**src/rtl/uart_pkg.sv**
```systemverilog
// Shared UART definitions: FSM encodings, frame width and the default bit period
// used by both the transmit and receive ends.
package uart_pkg;

    localparam int DEFAULT_BIT_CNT = 100000;
    localparam int DATA_BITS       = 8;

    typedef enum logic [1:0] {
        IDLE  = 2'd0,
        START = 2'd1,
        DATA  = 2'd2,
        STOP  = 2'd3
    } uart_state_t;

endpackage

```
**src/rtl/uart_rx_sync.sv**
```systemverilog
// Two-flop synchroniser for the asynchronous serial line plus falling-edge detect
// on the synchronised value.
module uart_rx_sync (
    input  logic clk,
    input  logic rst,
    input  logic din,
    output logic rx_s,
    output logic fall
);

    logic sync1;
    logic sync2;
    logic prev;

    // Presetting to the idle level keeps reset release from looking like a start edge.
    always_ff @(posedge clk) begin
        if (!rst) begin
            sync1 <= 1'b1;
            sync2 <= 1'b1;
            prev  <= 1'b1;
        end else begin
            sync1 <= din;
            sync2 <= sync1;
            prev  <= sync2;
        end
    end

    assign rx_s = sync2;
    assign fall = prev & ~sync2;

endmodule

```
**src/rtl/uart_recv.sv**
```systemverilog
// 8N1 UART receiver: detects the start edge, samples each bit at its midpoint,
// and reports a good byte (valid pulse) or a bad stop bit (frame_err pulse).
module uart_recv
    import uart_pkg::*;
#(
    parameter int BIT_CNT = DEFAULT_BIT_CNT
) (
    input  logic                 clk,
    input  logic                 rst,
    input  logic                 din,
    output logic [DATA_BITS-1:0] data,
    output logic                 valid,
    output logic                 frame_err,
    output logic                 busy
);

    localparam int HALF_CNT = BIT_CNT / 2;
    localparam int CNT_W    = $clog2(BIT_CNT);

    localparam logic [CNT_W-1:0] CNT_LAST      = CNT_W'(BIT_CNT - 1);
    localparam logic [CNT_W-1:0] CNT_HALF_LAST = CNT_W'(HALF_CNT - 1);
    localparam logic [CNT_W-1:0] CNT_ONE       = CNT_W'(1);

    logic                 rx_s;
    logic                 fall;
    uart_state_t          state;
    logic [CNT_W-1:0]     cnt;
    logic [2:0]           bit_idx;
    logic [DATA_BITS-1:0] shift;

    uart_rx_sync u_sync (
        .clk  (clk),
        .rst  (rst),
        .din  (din),
        .rx_s (rx_s),
        .fall (fall)
    );

    always_ff @(posedge clk) begin
        if (!rst) begin
            state     <= IDLE;
            cnt       <= '0;
            bit_idx   <= '0;
            shift     <= '0;
            data      <= '0;
            valid     <= 1'b0;
            frame_err <= 1'b0;
            busy      <= 1'b0;
        end else begin
            // NOTE: state uses <= only; the pulse outputs default low here and are
            // raised below, so they last exactly one cycle without extra logic.
            valid     <= 1'b0;
            frame_err <= 1'b0;

            case (state)
                IDLE: begin
                    busy <= 1'b0;
                    if (fall) begin
                        state <= START;
                        cnt   <= '0;
                        busy  <= 1'b1;
                    end
                end

                START: begin
                    if (cnt == CNT_HALF_LAST) begin
                        cnt     <= '0;
                        bit_idx <= '0;
                        if (rx_s) begin
                            // Line is back high at mid-start: treat as a glitch.
                            state <= IDLE;
                            busy  <= 1'b0;
                        end else begin
                            state <= DATA;
                        end
                    end else begin
                        cnt <= cnt + CNT_ONE;
                    end
                end

                DATA: begin
                    if (cnt == CNT_LAST) begin
                        cnt            <= '0;
                        shift[bit_idx] <= rx_s;
                        if (bit_idx == 3'd7) begin
                            state <= STOP;
                        end else begin
                            bit_idx <= bit_idx + 3'd1;
                        end
                    end else begin
                        cnt <= cnt + CNT_ONE;
                    end
                end

                STOP: begin
                    if (cnt == CNT_LAST) begin
                        cnt   <= '0;
                        state <= IDLE;
                        busy  <= 1'b0;
                        if (rx_s) begin
                            data  <= shift;
                            valid <= 1'b1;
                        end else begin
                            frame_err <= 1'b1;
                        end
                    end else begin
                        cnt <= cnt + CNT_ONE;
                    end
                end

                default: begin
                    state <= IDLE;
                    busy  <= 1'b0;
                end
            endcase
        end
    end

endmodule

```
**config.mk**
```make
export PLATFORM = sky130hd
export DESIGN_NAME = uart_recv
export DESIGN_NICKNAME = d
export VERILOG_FILES = /design/src/rtl/uart_pkg.sv /design/src/rtl/uart_rx_sync.sv /design/src/rtl/uart_recv.sv
export SDC_FILE = /design/constraint.sdc
export NUM_CORES = 1
export LEC_CHECK = 0
export BUFFER_PORTS_ARGS = -buffer_cell sky130_fd_sc_hd__buf_4
export CAP_MARGIN = 40
export CORE_ASPECT_RATIO = 0.7
export CORE_UTILIZATION = 55
export DETAILED_ROUTE_END_ITERATION = 8
export PLACE_DENSITY = 0.69
export SKIP_LAST_GASP = 1
export SLEW_MARGIN = 20
export SYNTH_ARGS = -nofsm -noshare
export SYNTH_HDL_FRONTEND = slang
export SYNTH_HIERARCHICAL = 1
export SYNTH_SLANG_ARGS = --single-unit
```
**constraint.sdc**
```tcl
create_clock -name clk -period 2.42 [get_ports clk]
set_input_delay 0.484 -clock clk [delete_from_list [all_inputs] [get_ports clk]]
set_output_delay 0.484 -clock clk [all_outputs]
set_load 0.02 [all_outputs]
```
==> summary.txt <==
Global route
  • First-pass GRT wire length: 8140 um
  • Number of global-route vias before repair: 1690
  • Remaining Overflow, GRT: 0
  • Tot GR Track Use: 26.1%
  • Initial antenna violation count: 0
  • Pin count of the biggest net entering global routing: 52

Floorplanning
  • IO Pins: 14
  • Die Span Y: 54.4 um
  • Core Footprint: 3630 um^2
  • Die extent in x: 76.9 um
  • Initial Util: 59.5%
  • # rows: 18
  • Die area: 4180 um^2

Worst setup path
  • CP Class: flip-flop to flip-flop
  • Crit Path Max Fanout: 5
  • Worst setup EP type: flip-flop
  • Worst EP arrival: 2.59 ns
  • Worst Setup Start Kind: flip-flop
  • Critical Path RT: 2.61 ns

Status
  • Status: finished clean

STA
  • Crit share post-route: 99.3%
  • Final setup violation count: 0
  • Fin. max-slew vios: 0
  • Worst-Margin Slew: 0.725 ns
  • Hold Vio Cnt, Final: 0
  • RSZ-0062 raised after global routing: true
  • Max Freq: 416 MHz
  • Skew final: 0.00429 ns
  • Relative slew margins: 51.2%
  • Fin crit period: 2.40 ns

Synthesis
  • Synth Area in Simple Gates: 30.0%
  • EDFF count, synth: 0
  • FF+latch count, synth: 44
  • XOR/XNOR share of the synthesized area: 1.62%
  • Post-synthesis adder-cell area fraction: 1.74%
  • Synth warn: 6
  • Post-synth design cell area: 2160 um^2
  • Average cell area after synthesis: 9.03 um^2
  • Synth Area in Compound Gates: 12.0%
  • Sequential element share of the synthesized area: 40.8%
  • Post-synthesis mux area share: 9.28%
  • Yosys cell types: 44
  • Main combinational cell family by area after synthesis: simple AND/OR/NAND/NOR gates
  • Synth Net Count: 245
  • Post-synth ARST share: 0%
  • Gate Count Post-Synth: 239
  • Ys flop type: dfxtp_1

Final layout
  • Final non-filler cell total: 304
  • Layout cells sized above 1: 13.8%
  • # diodes: 0
  • Finished Core Util: 67.1%
  • Multi-input gate area: 1200 um^2
  • NumNets Final: 260
  • Most frequent cells in the layout: 44 x dfxtp_1, 21 x buf_4, 20 x mux2i_1
  • Fillcell total: 297
  • Register area: 881 um^2
  • Layout area overhead: 12.8%
  • Most common cell after layout, fill and taps aside: dfxtp_1

Run
  • Max_cap viols: 0

Power and ir drop
  • Power density over the cells: 514 nW/um^2
  • Tot Pwr: 0.00125 W
  • Switching part of the total power: 24.1%
  • VDD IR-drop max: 0.378 mV
  • P_int: 0.000950 W
  • Seq pwr share: 58.8%
  • Total net switching power: 0.000301 W
  • Lkg Pwr: 0.871 nW
  • Combinational fraction of design power: 5.9%
  • Clock network power share: 35.3%

Clock network
  • CTS Buf Count: 5
  • CTS H-tree lvls: 2
  • Worst skew pair latency: 0.30 ns
  • Hold-fix buffers, CTS: 0
  • Clock buffer depth: 2
  • TritonCTS Sinks: 44
  • CTS Root Cell: clkbuf_8
  • Clock transition at the registers of the reported paths: 0.08 ns
  • CTS tree: yes

Placed design
  • GP Congestion: 0.885
  • Count of input and output buffers: 13
  • Placed cells: 294
  • Post-detail-place hpwl: 3440 um

Detailed routing
  • First drt pass iteration count: 5
  • WL final: 5010 um
  • DRT iter0 DRCs: 197
  • DR vias/cell: 6.04
  • Via count: 1835
  • ANT nets after route: 0
  • DRC Markers: 0
  • Wire per inst: 16.5 um

Min path
  • Tightest Hold Check Type: input port to flip-flop
registers in the layout (all words and copies together) (netlist names), named ones only:
signal        count
shift             8
u_sync/prev       1
frame_err         1
cnt              17
state             1
busy              1
data              8
u_sync/sync1      1
u_sync/rx_s       1
bit_idx           3
valid             1
what timing repair did:
item                                    CTS  global route
hold endpoints to repair                  0             0
gates resized for setup                   1             3
buffers inserted                          0             3
endpoints found under the setup margin    6            26
pin swaps                                 0             2
critical path, stage by stage, from the launching register on:
cell and delay (ns):
dfxtp_1 0.37, ha_1 0.23, or4b_2 0.66, nor4_4 0.39, nor2_1 0.19, o41a_1 0.45
path summary, 6_finish.rpt:
| path | slack (ns) | cells past startpoint | startpoint | end |
|---|---|---|---|---|
| setup reg to reg | 0.02 | 5 | cnt[0]$_SDFFE_PN0N_ | busy$_SDFFE_PN0P_ |
| setup / recovery | 0.02 | 5 | cnt[0]$_SDFFE_PN0N_ | busy$_SDFFE_PN0P_ |
| hold reg to reg | 0.41 | 1 | u_sync/sync1$_SDFF_PN1_ | u_sync/rx_s$_SDFF_PN1_ |
| hold / removal | 0.37 | 2 | din | u_sync/sync1$_SDFF_PN1_ |
cells in the mapped netlist, drive strengths merged, types with 5 or more instances:
master  count  area (um^2)
dfxtp      44          881
mux2i      20          200
nor2b      19          119
nand3      18         90.1
nand2      15         56.3
clkbuf     10         37.5
a31oi       9         56.3
inv         9         33.8
o21ai       9         45.0
nand4       8         50.1
nor2        6         22.5
nand3b      5         37.5
logic make-up after synthesis:
| group | Yosys count |
|---|---|
| AND/OR/NAND/NOR | 106 |
| AO/OA/AOI/OAI | 39 |
| multiplexers | 20 |
| buffers and inverters | 23 |
| adder cells (fa/ha/maj) | 3 |
| XOR/XNOR | 4 |
| flip-flops | 44 |
layer usage:
layer / vias to the layer above / part of all wire (%) / GRT usage (%) / routed length (um)
li1: 897 / - / - / -
met5: - / 0 / 0 / 0
met1: 855 / 49 / 35.3 / 2470
met2: 71 / 41 / 39.3 / 2060
met4: 0 / 2.1 / 14.1 / 106
met3: 12 / 7.3 / 5.67 / 368
per-stage QoR:
step           instance area (um^2)  setup slack [ns]  hold slack [ns]  TNS (ns)
6_report                       2430            0.0179            0.370         0
5_1_grt                        2430           -0.0824            0.376    -0.597
3_3_place_gp                   2310             0.124            0.393         0
4_1_cts                        2400           0.00563            0.368         0
2_1_floorplan                  2160             0.251            0.386         0
3_5_place_dp                   2310           -0.0373            0.393   -0.0373
area by class of cell:
type | instances | share of cell area [%]
Multi-Input combinational cell | 172 | 49.4
Sequential cell | 44 | 36.2
Timing Repair Buffer | 22 | 7.30
Clock buffer | 6 | 2.98
Tap cell | 50 | 2.57
Inverter | 9 | 1.39
Clock inverter | 1 | 0.206
power by group through the flow:
stage	sequential, W	clock [W]	combinational, W
floorplan	0.000749	0	0.0000546
global placement	0.000752	0	0.0000656
detailed placement	0.000752	0	0.0000700
CTS	0.000735	0.000450	0.0000714
global route	0.000736	0.000476	0.0000813
finish	0.000735	0.000442	0.0000739
Note: power is estimated with default switching activity, not from simulation.
